--- config.mk ---
export PLATFORM = sky130hd
export DESIGN_NAME = fetch_stall_buffer
export DESIGN_NICKNAME = d
export VERILOG_FILES = /design/src/rtl/fetch_stall_buffer.sv
export SDC_FILE = /design/constraint.sdc
export NUM_CORES = 1
export LEC_CHECK = 0
export CELL_PAD_IN_SITES_DETAIL_PLACEMENT = 0
export CELL_PAD_IN_SITES_GLOBAL_PLACEMENT = 1
export CORE_MARGIN = 3
export CORE_UTILIZATION = 35
export CTS_CLUSTER_SIZE = 12
export DETAILED_ROUTE_END_ITERATION = 16
export PLACE_DENSITY_LB_ADDON = 0.1
export SLEW_MARGIN = 30
export SYNTH_ARGS = -nofsm -noshare
export SYNTH_HDL_FRONTEND = slang
export SYNTH_SLANG_ARGS = --single-unit
--- constraint.sdc ---
create_clock -name clk -period 4 [get_ports clk]
set_input_delay 0.6 -clock clk [delete_from_list [all_inputs] [get_ports clk]]
set_output_delay 0.6 -clock clk [all_outputs]
set_load 0.03 [all_outputs]
--- src/rtl/fetch_stall_buffer.sv ---
`default_nettype none
// ============================================================================
//  Module      : fetch_stall_buffer
//  Description : Small FIFO between IMEM and the IF/ID register. It applies
//                the hazard unit's stall and flush controls, bypasses words
//                straight into ID when empty, and inserts NOP bubbles.
//  Revision    : 1.0  initial release
// ============================================================================
module fetch_stall_buffer #(
  parameter int               DEPTH    = 2,
  parameter int               XLEN     = 32,
  parameter logic [XLEN-1:0]  NOP_INST = 32'h00000013
) (
  input  logic                       clk,
  input  logic                       rstn,
  input  logic                       imem_valid,
  input  logic [XLEN-1:0]            imem_pc,
  input  logic [XLEN-1:0]            imem_inst,
  output logic                       imem_ready,
  input  logic                       PC_EN_IF,
  input  logic                       reg_FD_stall,
  input  logic                       reg_FD_flush,
  output logic [XLEN-1:0]            inst_ID,
  output logic [XLEN-1:0]            PC_ID,
  output logic                       valid_ID,
  output logic [$clog2(DEPTH):0]     buf_count,
  output logic [15:0]                bubble_cnt
);

  localparam int PW = $clog2(DEPTH);
  localparam int CW = PW + 1;
  localparam logic [CW-1:0] C_DEPTH = CW'(DEPTH);

  // FIFO storage and bookkeeping
  logic [2*XLEN-1:0] mem_q [DEPTH];
  logic [PW-1:0]     rd_q, rd_d;
  logic [PW-1:0]     wr_q, wr_d;
  logic [CW-1:0]     count_q, count_d;

  // ID register
  logic [XLEN-1:0]   inst_q, inst_d;
  logic [XLEN-1:0]   pc_q, pc_d;
  logic              valid_q, valid_d;
  logic [15:0]       bubble_q, bubble_d;

  logic w_full;
  logic w_push;
  logic w_pop;
  logic w_bypass;
  logic w_fifo_wr;
  logic w_unused;

  // PC_EN_IF only throttles IMEM upstream; words already offered are still taken
  assign w_unused = PC_EN_IF;

  // Ready looks only at registered occupancy and flush, never at this cycle's pop
  assign w_full     = (count_q == C_DEPTH);
  assign imem_ready = rstn & ~w_full & ~reg_FD_flush;
  assign w_push     = imem_valid & imem_ready;
  assign w_pop      = ~reg_FD_flush & ~reg_FD_stall & (count_q != '0);
  assign w_bypass   = ~reg_FD_flush & ~reg_FD_stall & (count_q == '0) & w_push;
  assign w_fifo_wr  = w_push & ~w_bypass;

  // Next-state for pointers, occupancy and the ID register in priority order
  always_comb begin
    rd_d     = rd_q;
    wr_d     = wr_q;
    count_d  = count_q;
    inst_d   = inst_q;
    pc_d     = pc_q;
    valid_d  = valid_q;
    bubble_d = bubble_q;

    if (reg_FD_flush) begin
      rd_d    = '0;
      wr_d    = '0;
      count_d = '0;
      inst_d  = NOP_INST;
      pc_d    = '0;
      valid_d = 1'b0;
    end else begin
      if (w_fifo_wr) begin
        wr_d = wr_q + PW'(1);
      end
      if (w_pop) begin
        rd_d = rd_q + PW'(1);
      end
      count_d = count_q + CW'(w_fifo_wr) - CW'(w_pop);

      if (reg_FD_stall) begin
        // ID holds; the FIFO may still fill behind it
      end else if (w_pop) begin
        pc_d    = mem_q[rd_q][2*XLEN-1:XLEN];
        inst_d  = mem_q[rd_q][XLEN-1:0];
        valid_d = 1'b1;
      end else if (w_bypass) begin
        pc_d    = imem_pc;
        inst_d  = imem_inst;
        valid_d = 1'b1;
      end else begin
        pc_d    = '0;
        inst_d  = NOP_INST;
        valid_d = 1'b0;
        if (bubble_q != 16'hFFFF) begin
          bubble_d = bubble_q + 16'd1;
        end
      end
    end
  end

  // Control and ID state, cleared asynchronously
  always_ff @(posedge clk or negedge rstn) begin
    if (!rstn) begin
      rd_q     <= '0;
      wr_q     <= '0;
      count_q  <= '0;
      inst_q   <= NOP_INST;
      pc_q     <= '0;
      valid_q  <= 1'b0;
      bubble_q <= '0;
    end else begin
      rd_q     <= rd_d;
      wr_q     <= wr_d;
      count_q  <= count_d;
      inst_q   <= inst_d;
      pc_q     <= pc_d;
      valid_q  <= valid_d;
      bubble_q <= bubble_d;
    end
  end

  // FIFO payload; contents are meaningless until counted, so no reset needed
  always_ff @(posedge clk) begin
    if (w_fifo_wr && rstn) begin
      mem_q[wr_q] <= {imem_pc, imem_inst};
    end
  end

  assign inst_ID    = inst_q;
  assign PC_ID      = pc_q;
  assign valid_ID   = valid_q;
  assign buf_count  = count_q;
  assign bubble_cnt = bubble_q;

endmodule
`default_nettype wire

[Word level (Yosys, flattened, before mapping)]
Memories as Yosys holds them, arrays and structs flattened.
Index checks and enable logic that the tools add are counted.
Storage, ports and cells
  bits in registers: 85
  memory bits (writable): 128
  bits of input ports: 70
  output and inout bits: 84
  word-level logic and storage cells: 54
  memories: 1
Operators by class
  add/subtract/negate cells: 5
  eq/ne operators: 3
  multiplexer cells: 19
  bitwise operators: 13
  reductions and logical operators: 6
Memory list
  mem_q: words 2, width 64, rd ports 1, clocked after Yosys merged registers in 0, write ports 1, line 35  | logic [2*XLEN-1:0] mem_q [DEPTH];
Operators with widths (number)
  $mux 32: 8
  $add 16x1->16 const B: 1
  $ne 16x16->1 const B: 1
  $mux 1: 10
  $and 1x1->1: 8
  $reduce_bool 2->1: 3
  $not 1->1: 5
  $reduce_and 5->1: 1
  $add 1x1->1 const B: 2
  $add 2x1->2: 1
  $eq 2x2->1 const B: 1
  $logic_not 2->1: 1
  $mux 2: 1
  $ne 2x1->1 const B: 1
  $sub 2x1->2: 1
  $logic_and 1x1->1: 1

[Longest topological paths before layout]
  depth after elaboration: 11
  gate-level depth with buffers: 10
  mapped depth without buffers: 8

[Least setup slack after synthesis]
No wires, ideal clock.
  kind: input port to flip-flop
  start: in reg_FD_flush
  end: mem mem_q[1][0] in the netlist's numbering (enable)
  setup time: 0.487 ns
  arrival: 3.726 ns
  data required time: 3.513 ns
  setup slack: -0.214 ns
  stages on the path: 4
  path buffers: 1
  cell sequence: buf_6 -> inv_1 -> o2111ai_1 -> nor2_1
Between the ends
  word-level cells in the longest chain between the ends: 9
  elaborated cells on any way between the ends: 11
RTL lines
  start, declared: line 22  | input logic reg_FD_flush,
  $not 1->1 (no line) (*)
  $and 1x1->1 (on tied branches): line 61, 58
  $and 1x1->1 (on tied branches): line 61, 59
  $and 1x1->1: line 61  | assign w_bypass = ~reg_FD_flush & ~reg_FD_stall & (count_q == '0) & w_push;
  $not 1->1 (no line)
  $and 1x1->1 (*): line 62  | assign w_fifo_wr = w_push & ~w_bypass;
  $logic_and 1x1->1 (*): line 134  | if (w_fifo_wr && rstn) begin
  $mux 1 (*): line 134
  $mux 1 (not written as such) (*): line 135  | mem_q[wr_q] <= {imem_pc, imem_inst};
  end, declared: line 35
Every way passes the cells marked *; elsewhere a longest branch is shown, timed or not.

[Worst setup path after layout]
  start: in reg_FD_flush
  end: out imem_ready
Between the ends
  word-level cells in the longest chain between the ends: 2
RTL lines
  $not 1->1 (no line)
  $and 1x1->1: line 58  | assign imem_ready = rstn & ~w_full & ~reg_FD_flush;
  end, declared: line 19  | output logic imem_ready,
Every way passes these cells.

==> results.txt <==
----------------------------------------------------
[Run status]
  Outcome ... finished, final reports clean

[Die]
  Num ports ... 154
  Die ar. ... 0.0255 mm²
  Standard-cell rows ... 55
  Vertical die dimension ... 160 µm
  Placeable core region ... 0.0229 mm²
  Width of the chip ... 160 µm
  Initial Util ... 36.0%

[Critical path]
  Arrival time reported for the critical path endpoint ... 2.28 ns
  Maximum cell stage delay along the critical path ... 0.68 ns
  Crit path max fanout ... 9
  Critical path's slowest cell ... sky130_fd_sc_hd__clkdlybuf4s50_1
  Largest delay share family, worst path ... buffers and inverters
  Worst setup SP type ... input port
  Critical path type ... in -> out
  Worst Setup End Kind ... primary output
  Critical path's most frequent cell ... sky130_fd_sc_hd__clkdlybuf4s50_1
  Buffers plus inverters on the worst setup path ... 3
  Worst EP required ... 3.40 ns
  CP cell instances ... clkdlybuf4s50_1, inv_1, and3_1, clkdlybuf4s50_1

[Timing]
  Fin Clk Skew ... 0.00589 ns
  Unrepaired setup endpoints after global routing ... no
  Slew Viols, Final ... 0
  Worst-case hold slack ... 0.0977 ns
  Final clock period utilization by the worst path ... 72.1%
  Slew at the pin closest to its max-slew limit ... 0.882 ns
  Maximum clock frequency ... 347 MHz
  Final count of negative-setup-slack endpoints ... 0
  Minimum clock period after layout ... 2.88 ns
  Max-Slew Margin vs Limit ... 41.2%
  Final Hold Fails ... 0

[Drt]
  DRC viols ... 0
  Routed Wire Length ... 19,200 µm
  Routed via count ... 5,065
  ANT nets after route ... 0
  First DRT Iteration DRCs ... 252
  Per-cell via count in the routed design ... 4.97
  Routed wire length per instance ... 18.8 µm
  1st-pass router iterations ... 4

[CTS]
  Clock edge transition at the registers on the reported setup and hold paths ... 0.06 ns
  Post-CTS Setup Bufs ... 0
  CTS Hold Bufs ... 0
  Clock net sink count ... 213
  Count of H-tree levels built during CTS ... 1
  CTS tree ... built
  TritonCTS buffer count ... 23
  Source-to-sink clock delay at the later pin of the worst-skew pair ... 0.50 ns
  Post-CTS resize count ... 0
  Root Buffer ... sky130_fd_sc_hd__clkbuf_16
  Buffer levels on the longest clock path ... 3

[Synth]
  Top post-synthesis cells by area ... sky130_fd_sc_hd__edfxtp_1 47%, sky130_fd_sc_hd__dfrtp_1 25%, sky130_fd_sc_hd__mux2i_1 7.8%
  Main combinational cell family by area after synthesis ... compound AO/OA/AOI/OAI gates
  Cell type contributing the most total cell area after synthesis ... sky130_fd_sc_hd__edfxtp_1
  EDFF count, synth ... 128
  Post-synth top area share ... 46.6%
  Syn Area/Cell ... 15.5 µm²
  Number of nets produced by synthesis ... 604
  Cells after Synth ... 531
  Post-synthesis xor/xnor area fraction ... 1.80%
  Portion of netlist area occupied by mux cells ... 7.90%
  Simple-gate area share of the yosys netlist ... 6.79%
  Distinct cells, synth ... 37
  Number of synthesized register bits ... 213
  Yosys warning count ... 0
  Async set-or-reset flop fraction in the synthesized netlist ... 39.9%
  Netlist Area Pre-Place ... 0.00826 mm²
  Post-synth top flop ... sky130_fd_sc_hd__edfxtp_1
  Adder-cell area share of the yosys netlist ... 0.455%
  Compound-gate portion of the synthesized area ... 8.64%
  Fraction of the yosys area taken by sequential cells ... 72.4%

[Placed design]
  Instance area at placement ... 0.0101 mm²
  Half-perimeter wire length after detailed placement ... 11,500 µm
  RD Place Congestion ... 0.751
  Port buffer count ... 152

[Global route]
  GRT Residual Overflow ... 0
  Wire length of the first global-routing pass ... 30,300 µm
  Overall track demand over capacity in global routing ... 14.8%
  Pin count of the biggest net entering global routing ... 62
  Number of global-route vias before repair ... 5,346
  Initial antenna violation count ... 0

[Final layout]
  Area overhead of the layout relative to synthesis ... 31.5%
  Net count, final ... 763
  Ratio of cells with drive above 1 in the final layout ... 8.20%
  Final non-filler cell area ... 0.0109 mm²
  Post-route core utilization ... 47.4%
  Antenna Cells ... 0

[Power]
  Maximum vdd drop ... 0.000253 V
  Total power after layout ... 5.15 mW
  Power density over the cells ... 474 mW/mm²
  Leak Pwr ... 4.04 nW

[Hold path]
  Hold Path Class ... in -> async

[Job]
  Max Cap Violations ... 0

----------------------------------------------------
registers in the layout, indices dropped and copies added (netlist names):
register / count
mem_q: 128
wr_q: 1
rd_q: 1
inst_ID: 32
buf_count: 2
bubble_cnt: 16
valid_ID: 1
PC_ID: 32
report_power, final:
group          internal (mW)  total [mW]  switching, mW
sequential              2.42        2.51         0.0904
clock                   1.20        2.04          0.836
combinational          0.270       0.592          0.322
final timing paths:
check / startpoint / end / slack (ns) / depth (start not counted)
min in group clk: valid_ID$_DFFE_PN0P_ / valid_ID$_DFFE_PN0P_ / 0.49 / 1
max: reg_FD_flush / imem_ready / 1.12 / 4
max reg2reg: buf_count[1]$_DFF_PN0_ / mem_q[0][6]$_DFFE_PP_ / 1.81 / 4
min reg2reg: valid_ID$_DFFE_PN0P_ / valid_ID$_DFFE_PN0P_ / 0.49 / 1
max in group asynchronous: rstn / PC_ID[18]$_DFFE_PN0P_ / 2.78 / 2
min: rstn / bubble_cnt[15]$_DFFE_PN0P_ / 0.1 / 1
Yosys cell counts (all sizes together) (2+ instances only):
cell type,number
nor4,2
inv,3
o21ai,4
xor2,16
nand2,10
and3,6
nand3,10
dfstp,3
nor2b,3
nor3,8
nand4,3
a211oi,3
nor2,72
dfrtp,82
or3,2
clkbuf,10
a221o,61
ha,3
buf,20
a21oi,7
edfxtp,128
mux2i,64
area by class of cell:
cell class / count / area, µm²
Clock buffer: 36 / 664
Clock inverter: 6 / 58.8
Fill cell: 2013 / 12100
Inverter: 3 / 11.3
Multi-Input combinational cell: 285 / 2140
Sequential cell: 213 / 5980
Tap cell: 313 / 392
Timing Repair Buffer: 164 / 1610
routing by layer:
layer  GRT usage (%)  wire length (µm)
met2            24.6              9280
met4            3.42               286
met5               0                 0
met3            2.99              1090
met1            20.0              8560
through the flow:
stage | cells | setup TNS, ns | setup WS [ns]
after global placement | 978 | 0 | 1.05
final | 1020 | 0 | 1.12
after CTS | 1020 | 0 | 1.13
after global routing | 1020 | 0 | 1.06
after detailed placement | 978 | 0 | 1.04
after floorplan | 531 | -26.86 | -0.214
cell usage in the layout, fill, tap and decap left out, types with 2 or more instances in the layout:
cell                              netlist  routed
sky130_fd_sc_hd__clkinv_2               0       4
sky130_fd_sc_hd__clkdlybuf4s50_1        0     151
sky130_fd_sc_hd__inv_1                  3       3
sky130_fd_sc_hd__o21ai_0                4       4
sky130_fd_sc_hd__edfxtp_1             128     128
sky130_fd_sc_hd__nor3_1                 7       7
sky130_fd_sc_hd__a211oi_1               3       3
sky130_fd_sc_hd__clkbuf_1              10       9
sky130_fd_sc_hd__dfrtp_1               82      81
sky130_fd_sc_hd__and3_1                 6       6
sky130_fd_sc_hd__buf_4                  6      13
sky130_fd_sc_hd__xor2_1                16      16
sky130_fd_sc_hd__mux2i_1               64      64
sky130_fd_sc_hd__ha_1                   3       3
sky130_fd_sc_hd__nor2_1                72      70
sky130_fd_sc_hd__clkbuf_8               0       4
sky130_fd_sc_hd__nor2b_4                0       2
sky130_fd_sc_hd__dfstp_2                3       3
sky130_fd_sc_hd__nand3_1               10      10
sky130_fd_sc_hd__clkbuf_16              0      23
sky130_fd_sc_hd__nand4_1                3       3
sky130_fd_sc_hd__a221o_1               61      61
sky130_fd_sc_hd__nand2_1               10      10
sky130_fd_sc_hd__a21oi_1                7       7
sky130_fd_sc_hd__nor2_4                 0       2
logic make-up after synthesis:
logic type | after synthesis
compound gates | 78
xor+xnor | 17
fa+ha+maj | 3
buf+inv | 33
flops | 213
mux | 65
simple gates | 122
Note: power is estimated with default switching activity, not from simulation.
